--- src/rtl/mc_seq_regs.sv ---
// Multicycle MIPS datapath sequencing registers: PC, instruction register,
// non-architectural pipeline latches, misalignment flag and fetch counter.
module mc_seq_regs #(
    parameter logic [31:0] RESET_PC = 32'h0000_0000
) (
    input  logic        clk,
    input  logic        reset_n,
    input  logic        pcWrite,
    input  logic        branch,
    input  logic        IRWrite,
    input  logic        iord,
    input  logic [1:0]  pcsrc,
    input  logic        zero,
    input  logic [31:0] aluresult,
    input  logic [31:0] readdata,
    input  logic [31:0] rd1,
    input  logic [31:0] rd2,
    output logic [31:0] pc,
    output logic [31:0] adr,
    output logic [31:0] instr,
    output logic [5:0]  op,
    output logic [5:0]  funct,
    output logic [31:0] data,
    output logic [31:0] a,
    output logic [31:0] b,
    output logic [31:0] aluout,
    output logic        misalign,
    output logic [31:0] instcount
);

    logic        pcen;
    logic [31:0] pcnext;

    assign pcen = pcWrite | (branch & zero);

    // Jump target uses the registered pc/instr, so a same-cycle IRWrite cannot alter it.
    // NOTE: every variable driven in always_comb gets a default first so no latch is inferred.
    always_comb begin
        pcnext = pc;
        unique case (pcsrc)
            2'b00: pcnext = aluresult;
            2'b01: pcnext = aluout;
            2'b10: pcnext = {pc[31:28], instr[25:0], 2'b00};
            2'b11: pcnext = pc;
        endcase
    end

    assign adr   = iord ? aluout : pc;
    assign op    = instr[31:26];
    assign funct = instr[5:0];

    // NOTE: state registers use non-blocking assignments so every register samples pre-edge values.
    always_ff @(posedge clk or negedge reset_n) begin
        if (!reset_n) begin
            pc        <= RESET_PC;
            instr     <= '0;
            data      <= '0;
            a         <= '0;
            b         <= '0;
            aluout    <= '0;
            misalign  <= 1'b0;
            instcount <= '0;
        end else begin
            data   <= readdata;
            a      <= rd1;
            b      <= rd2;
            aluout <= aluresult;
            if (pcen) begin
                pc <= pcnext;
                if (pcnext[1:0] != 2'b00) misalign <= 1'b1;
            end
            if (IRWrite) begin
                instr     <= readdata;
                instcount <= instcount + 32'd1;
            end
        end
    end

endmodule

--- config.mk ---
export PLATFORM = sky130hd
export DESIGN_NAME = mc_seq_regs
export DESIGN_NICKNAME = d
export VERILOG_FILES = /design/src/rtl/mc_seq_regs.sv
export SDC_FILE = /design/constraint.sdc
export NUM_CORES = 1
export LEC_CHECK = 0
export CAP_MARGIN = 20
export CORE_AREA = 2 2 159 161
export DETAILED_ROUTE_END_ITERATION = 6
export DIE_AREA = 0 0 161 163
export GPL_TIMING_DRIVEN = 0
export PLACE_DENSITY_LB_ADDON = 0.08
export SLEW_MARGIN = 20
export SYNTH_ARGS = -nofsm -noshare
export SYNTH_HDL_FRONTEND = slang
export SYNTH_SLANG_ARGS = --single-unit
--- constraint.sdc ---
create_clock -name clk -period 1.8 [get_ports clk]
set_input_delay 0.27 -clock clk [delete_from_list [all_inputs] [get_ports clk]]
set_output_delay 0.27 -clock clk [all_outputs]
set_load 0.01 [all_outputs]
* After elaboration in Yosys (flattened, before gate mapping)
Index checks and enable logic that the tools add are counted.
Word-level totals: memories kept 0, bits in latches 0, word-level logic and storage cells 25, bits in writable memories 0, register bits after elaboration 225, output and inout bits 269, ROM bits 0
Operators by class: div/mod/pow operators 0, shift operators 0, add/subtract/negate cells 1, $mul 0, order comparisons 0, bitwise logic cells 4, reduce and logical (&&, ||, !) cells 5, mux-type cells 2, equal/unequal tests 3
Operators by type and width (number):
- 32-bit one-hot mux with 4 select lines | 1
- 32-bit by 1-bit adder with 32-bit output, second input constant | 1
- 32-bit 2-to-1 mux | 1
- 2-bit equality test, second input constant | 2
- 2-bit AND reduction | 2
- 3-bit AND reduction | 1
- 2-bit by 1-bit equality test with 1-bit output, second input constant | 1
- 2-bit zero test | 1
- 1-bit NOT | 2
- 2-bit nonzero test | 1
- 1-bit bitwise AND | 1
- 1-bit bitwise OR | 1

* Logic depth before layout (Yosys ltp)
Gate-level depths: netlist (run 1).
word-level depth 4, gate-level depth with buffers 6

* Worst setup path after synthesis (run 1)
No wires, ideal clock.
path kind register to register, start point register instcount[0], end point register instcount[26], path buffers 0, required time 1721 ps, arrival time 1629 ps, setup time 79 ps, slack 92 ps, stages on the path, launching flop included 6, period minus slack after synthesis 1708 ps, path through dfrtp_1 > ha_1 > nand4_2 > nor4_4 > nor3b_1 > xor2_1
On the way: word-level cells in the longest chain between the ends 1
Ends and longest elaborated chain:
- start, declared | line 28 | output logic [31:0] instcount
- start signal, assigned | line 74 | instcount <= instcount + 32'd1;
- 32-bit by 1-bit adder with 32-bit output | line 74
Every way passes these cells. A chain may end at the register's enable or synchronous reset.

* Final worst setup path (run 1)
start point register aluout[12], end point output aluout[12]
RTL lines:
- start, declared | line 26 | output logic [31:0] aluout,
- start signal, assigned | line 67 | aluout <= aluresult;
No word-level cell between the ends.

==> flow_summary.json, run 1 <==
{
  "status": "completed",
  "clock_latency_ns": 0.53,
  "final_cell_mix": "clkdlybuf4s50_1 (320), dfrtp_1 (214), mux2_2 (67)",
  "cts_tree": "yes",
  "required_ns": 1.53,
  "drive_gt1_frac": 0.1852,
  "grt_max_degree": 89,
  "rsz0062_at_grt": "no",
  "finalWirelength_microns": 26010,
  "fmax_mhz": 566.5,
  "skew_ns": 0.01278,
  "postRouteAntennaNets": 0,
  "die_w_microns": 161,
  "drc": 0,
  "relSlewSlack": 0.4970,
  "cp.arrival_ns": 1.50,
  "area_delta_synth_final_pct": 69.68,
  "synth_cells": 569,
  "crit_path_top_delay_cell": "clkdlybuf4s50_1",
  "synth_area_sq_um": 8122,
  "overflow": 0,
  "register_area_sq_um": 5644,
  "slew_viol_final": 0,
  "synth.top_cells.by_area": "dfrtp_1 (69%), mux2_2 (9.3%), mux2i_1 (3.9%)",
  "crit_type": "flip-flop to primary output",
  "hold_violations": 0,
  "holdCritPathClass": "input port to flip-flop",
  "worstMarginPinSlew_ns": 0.7545,
  "crit_fanout": 3,
  "netlist-cell-type-count": 32,
  "placed_cells": 1303,
  "vias": 6242,
  "synth_top_area_frac": 0.6933,
  "dp_hpwl_microns": 19100,
  "slowest_delay_ns": 0.56,
  "clkSinkCount": 225,
  "vdd.ir_drop.worst_mv": 0.7761,
  "synth_top_area_cell": "dfrtp_1",
  "yosysWarningCount": 0,
  "numPortBuffers": 402,
  "ios": 406,
  "nNetsFinal": 1173,
  "p_total_w": 0.01348,
  "fp.coreArea_sq_um": 24670,
  "first_global_vias": 6392,
  "grt_antenna_before_repair": 0,
  "synth_seq_area_share": 0.6933,
  "grt_use_total": 0.1946,
  "start_kind": "flip-flop",
  "synth_seq_cells": 225,
  "multi_input_area_sq_um": 2341,
  "gp_congestion": 0.7355,
  "p_leak_nw": 6.227,
  "cp_top_family": "buffers and inverters",
  "grt_first_pass_wirelength_microns": 38910,
  "first_pass_iters": 4,
  "fin_cells": 1383,
  "avgSynthCellArea_sq_um": 14.27,
  "vias_per_cell": 4.513,
  "endpoint_kind": "primary output",
  "setup_viol": 0,
  "synth_fp_nets": 707,
  "crit_buf_inv": 1,
  "clockBufferDepth": 3,
  "cts_buffers": 26,
  "die_h_microns": 163,
  "h-tree-depth": 1,
  "num_rows": 58,
  "final_util": 0.5585,
  "cts_root_buffer": "clkbuf_16",
  "worst_hold_slack_ns": 0.1356,
  "antenna_cells": 0,
  "start_util": 0.3292,
  "drt_iter0_markers": 209,
  "cp_cell_sequence": "clkdlybuf4s50_1",
  "drv_cap": 0,
  "final.min_clock_period_ns": 1.765,
  "final_common_cell": "clkdlybuf4s50_1",
  "post-route-period-util": 0.9808,
  "clkTransAtPathRegs_ns": 0.06,
  "die_area_sq_um": 26240,
  "wire_per_inst_microns": 18.81,
  "fill_cells": 2153,
  "power.density_nw_per_um2": 977.9
}
-- repair_timing --
item,in CTS,in global routing
setup endpoints to repair,90,68
gates resized for setup,94,32
hold endpoints to repair,80,0
hold buffers,1,0
pin swaps,1,0
buffers inserted,19,14
-- layout make-up --
class,instances,area share
Buffer,36,0.01435
Clock buffer,38,0.05484
Clock inverter,8,0.007354
Inverter,3,0.0008171
Multi-Input combinational cell,305,0.1699
Sequential cell,225,0.4096
Tap cell,330,0.02996
Timing Repair Buffer,438,0.3132
-- state kept, by name, summed over array words and instances, names as in the netlist --
name and count:
pc 32, misalign 1, instcount 32, instr 32, data 32, a 32
b 32, aluout 32
-- through the flow --
stage / worst slack (ns) / setup TNS, ns / area, sq um
after global placement: -9.552 / -2175.16 / 12560
after detailed placement: -0.7501 / -30.40 / 12620
final: 0.03464 / 0 / 13780
after floorplan: 0.09221 / 0 / 8122
after CTS: 0.001268 / 0 / 13600
after global routing: 0.0002789 / 0 / 13780
-- logic make-up (layout without fill, tap and decap cells) --
| group | Yosys count | after routing | synth area share |
|---|---|---|---|
| compound gates | 61 | 61 | 0.03821 |
| fa+ha+maj | 1 | 1 | 0.001540 |
| simple gates | 113 | 113 | 0.07672 |
| xor+xnor | 31 | 31 | 0.03343 |
| flops | 225 | 225 | 0.6933 |
| buf+inv | 39 | 523 | 0.02449 |
| mux | 99 | 99 | 0.1323 |
-- power breakdown --
group	switching (W)	leakage, nW	internal, W
logic	0.00102	3.11	0.00137
clock network	0.00207	0.425	0.00318
registers	0.000362	2.69	0.00547
-- cell usage after synthesis --
master / instances
a21o_1: 1
a21oi_1: 27
and2_1: 1
and3_1: 3
and4_1: 4
buf_1: 8
buf_2: 3
buf_4: 13
clkbuf_1: 12
dfrtp_1: 225
ha_1: 1
inv_1: 3
mux2_2: 67
mux2i_1: 32
nand2_1: 38
nand3_1: 12
nand3_2: 1
nand4_1: 6
nand4_2: 2
nand4_4: 1
nor2_1: 31
nor2b_1: 2
nor3b_1: 2
nor4_1: 2
nor4_2: 4
nor4_4: 2
o21ai_0: 32
o21bai_1: 1
or2_2: 1
or4_4: 1
xnor2_1: 18
xor2_1: 13
-- worst paths after layout --
path / slack, ns / cells after the start / end / startpoint
setup / recovery: 0.03 / 1 / aluout[12] / aluout[12]
hold / removal: 0.14 / 2 / instr[2] / IRWrite
setup reg to reg: 0.10 / 4 / instcount[31] / instcount[9]
hold reg to reg: 0.46 / 1 / instcount[31] / instcount[31]
max in group asynchronous: 0.59 / 3 / aluout[4] / reset_n
min in group asynchronous: 0.32 / 2 / instcount[13] / reset_n
-- metal layers --
layer	track usage	up-vias	wire length (microns)
li1	-	2887	-
met1	0.2369	3063	10060
met2	0.3371	255	13290
met3	0.05551	37	1899
met4	0.05763	0	756
met5	0	-	0
(Power assumes the default switching activity.)
==> run 2, diff against run 1 <==
--- a/config.mk
+++ b/config.mk
@@ -6,9 +6,9 @@
 export NUM_CORES = 1
 export LEC_CHECK = 0
 export CAP_MARGIN = 20
-export CORE_AREA = 2 2 159 161
+export CORE_AREA = 2 2 158 160
 export DETAILED_ROUTE_END_ITERATION = 6
-export DIE_AREA = 0 0 161 163
+export DIE_AREA = 0 0 160 162
 export GPL_TIMING_DRIVEN = 0
 export PLACE_DENSITY_LB_ADDON = 0.08
 export SLEW_MARGIN = 20
==> constraint.sdc (replaced) <==
create_clock -name clk -period 1.6 [get_ports clk]
set_input_delay 0.24 -clock clk [delete_from_list [all_inputs] [get_ports clk]]
set_output_delay 0.24 -clock clk [all_outputs]
set_load 0.01 [all_outputs]
==> flow_summary.json, run 2 (synthesis results as in run 1) <==
{
  "crit_path_top_delay_cell": "or4_4",
  "fin_ws_ns": -0.01293,
  "power.density_nw_per_um2": 1087,
  "vias": 6228,
  "ios": 406,
  "clkSinkCount": 225,
  "drive_gt1_frac": 0.2291,
  "final.min_clock_period_ns": 1.613,
  "drt_iter0_markers": 283,
  "cp_cell_sequence": "nand4_1, or4_4, nor4_2, xor2_1",
  "placed_cell_area_sq_um": 12630,
  "crit_type": "flip-flop to flip-flop",
  "setup_viol": 1,
  "start_util": 0.3369,
  "area_delta_synth_final_pct": 67.68,
  "drc": 0,
  "numPortBuffers": 402,
  "rsz0062_at_grt": "yes",
  "post-route-period-util": 1.008,
  "fp.coreArea_sq_um": 24110,
  "die_area_sq_um": 25920,
  "final_cell_mix": "dlygate4sd2_1 (227), dfrtp_1 (211), clkdlybuf4s50_1 (132)",
  "final_common_cell": "dlygate4sd2_1",
  "relSlewSlack": 0.5406,
  "cts_root_buffer": "clkbuf_16",
  "postRouteAntennaNets": 0,
  "die_w_microns": 160,
  "skew_ns": 0.01324,
  "clockBufferDepth": 3,
  "failed_checks": "negative setup slack",
  "clock_latency_ns": 0.52,
  "gp_congestion": 0.7482,
  "stdcell_area_sq_um": 13620,
  "hold_violations": 0,
  "r2r_cells": 4,
  "num_rows": 57,
  "endpoint_kind": "flip-flop",
  "finalWirelength_microns": 26160,
  "slowest_delay_ns": 0.62,
  "slew_viol_final": 0,
  "overflow": 0,
  "nNetsFinal": 1185,
  "start_kind": "flip-flop",
  "drv_cap": 0,
  "worstMarginPinSlew_ns": 0.6891,
  "multi_input_area_sq_um": 2420,
  "grt_use_total": 0.1982,
  "vdd.ir_drop.worst_mv": 0.7425,
  "cts_tree": "yes",
  "status": "finished with violations",
  "fmax_mhz": 620.0,
  "wire_per_inst_microns": 18.82,
  "cp.arrival_ns": 2.04,
  "grt_max_degree": 97,
  "cts_buffers": 26,
  "register_area_sq_um": 5648,
  "clkTransAtPathRegs_ns": 0.06,
  "first_pass_iters": 4,
  "final_util": 0.5649,
  "pre_cts_slack_ns": -0.9511,
  "grt_antenna_before_repair": 0,
  "vias_per_cell": 4.481,
  "holdCritPathClass": "input port to flip-flop",
  "hold_depth": 2,
  "p_leak_nw": 6.519,
  "first_global_vias": 6677,
  "die_h_microns": 162,
  "fill_cells": 2182,
  "crit_fanout": 5,
  "dp_hpwl_microns": 18950,
  "grt_first_pass_wirelength_microns": 39630,
  "required_ns": 2.03,
  "h-tree-depth": 1
}
## run 2: layout make-up
| cell class | count | area share |
|---|---|---|
| antenna | 1 | 0.0001838 |
| buffer | 36 | 0.01553 |
| clock buffer | 39 | 0.05586 |
| clock inverter | 7 | 0.002756 |
| inverter | 3 | 0.0008269 |
| multi-input combinational | 305 | 0.1777 |
| sequential | 225 | 0.4147 |
| tap | 324 | 0.02977 |
| timing repair buffer | 450 | 0.3026 |
## run 2: worst paths after layout
check / from / to / slack, ns
setup / recovery: instcount[5] / instcount[25] / -0.01
max in group asynchronous: reset_n / aluout[5] / 0.57
min in group asynchronous: reset_n / instcount[18] / 0.23
hold / removal: IRWrite / instr[1] / 0.13
setup reg to reg: instcount[5] / instcount[25] / -0.01
hold reg to reg: instcount[31] / instcount[31] / 0.46
## run 2: per-layer routing
| layer | vias to the layer above | track usage | part of all wire |
|---|---|---|---|
| met2 | 254 | 0.3477 | 0.51 |
| met5 | - | 0 | 0 |
| li1 | 2916 | - | - |
| met1 | 3018 | 0.2350 | 0.39 |
| met3 | 40 | 0.05669 | 0.074 |
| met4 | 0 | 0.06675 | 0.027 |
## run 2: report_power, final
part           total [W]  switching, W  leakage (nW)  internal, W
registers        0.00653      0.000373          2.68      0.00615
clock network    0.00555       0.00229         0.395      0.00326
logic            0.00272       0.00122          3.44      0.00150
## run 2: critical path, delay by kind of cell, from the launching register on
kind	cells	cell delay (ns)
AND/OR/NAND/NOR	3	0.96
flip-flops	1	0.42
XOR/XNOR	1	0.16
## run 2: what timing repair did
item                                    4_1_cts  5_1_grt
hold buffers                                  1        0
pin swaps                                     5        4
endpoints found under the setup margin      313       72
setup buffers                                28       17
gates resized for setup                     413       38
gates cloned                                  0        0
hold endpoints to repair                     46        0
## run 2: metrics by stage
step                hold slack, ns  cells  total power (W)  TNS [ns]
floorplan                 -0.05559    569         0.007491         0
global placement            0.4561   1295         0.009425  -2209.38
detailed placement          0.1765   1297         0.009452    -44.28
CTS                         0.1285   1372          0.01488   -0.1752
global route                0.1418   1389          0.01546   -0.6513
finish                      0.1336   1390          0.01480  -0.01293
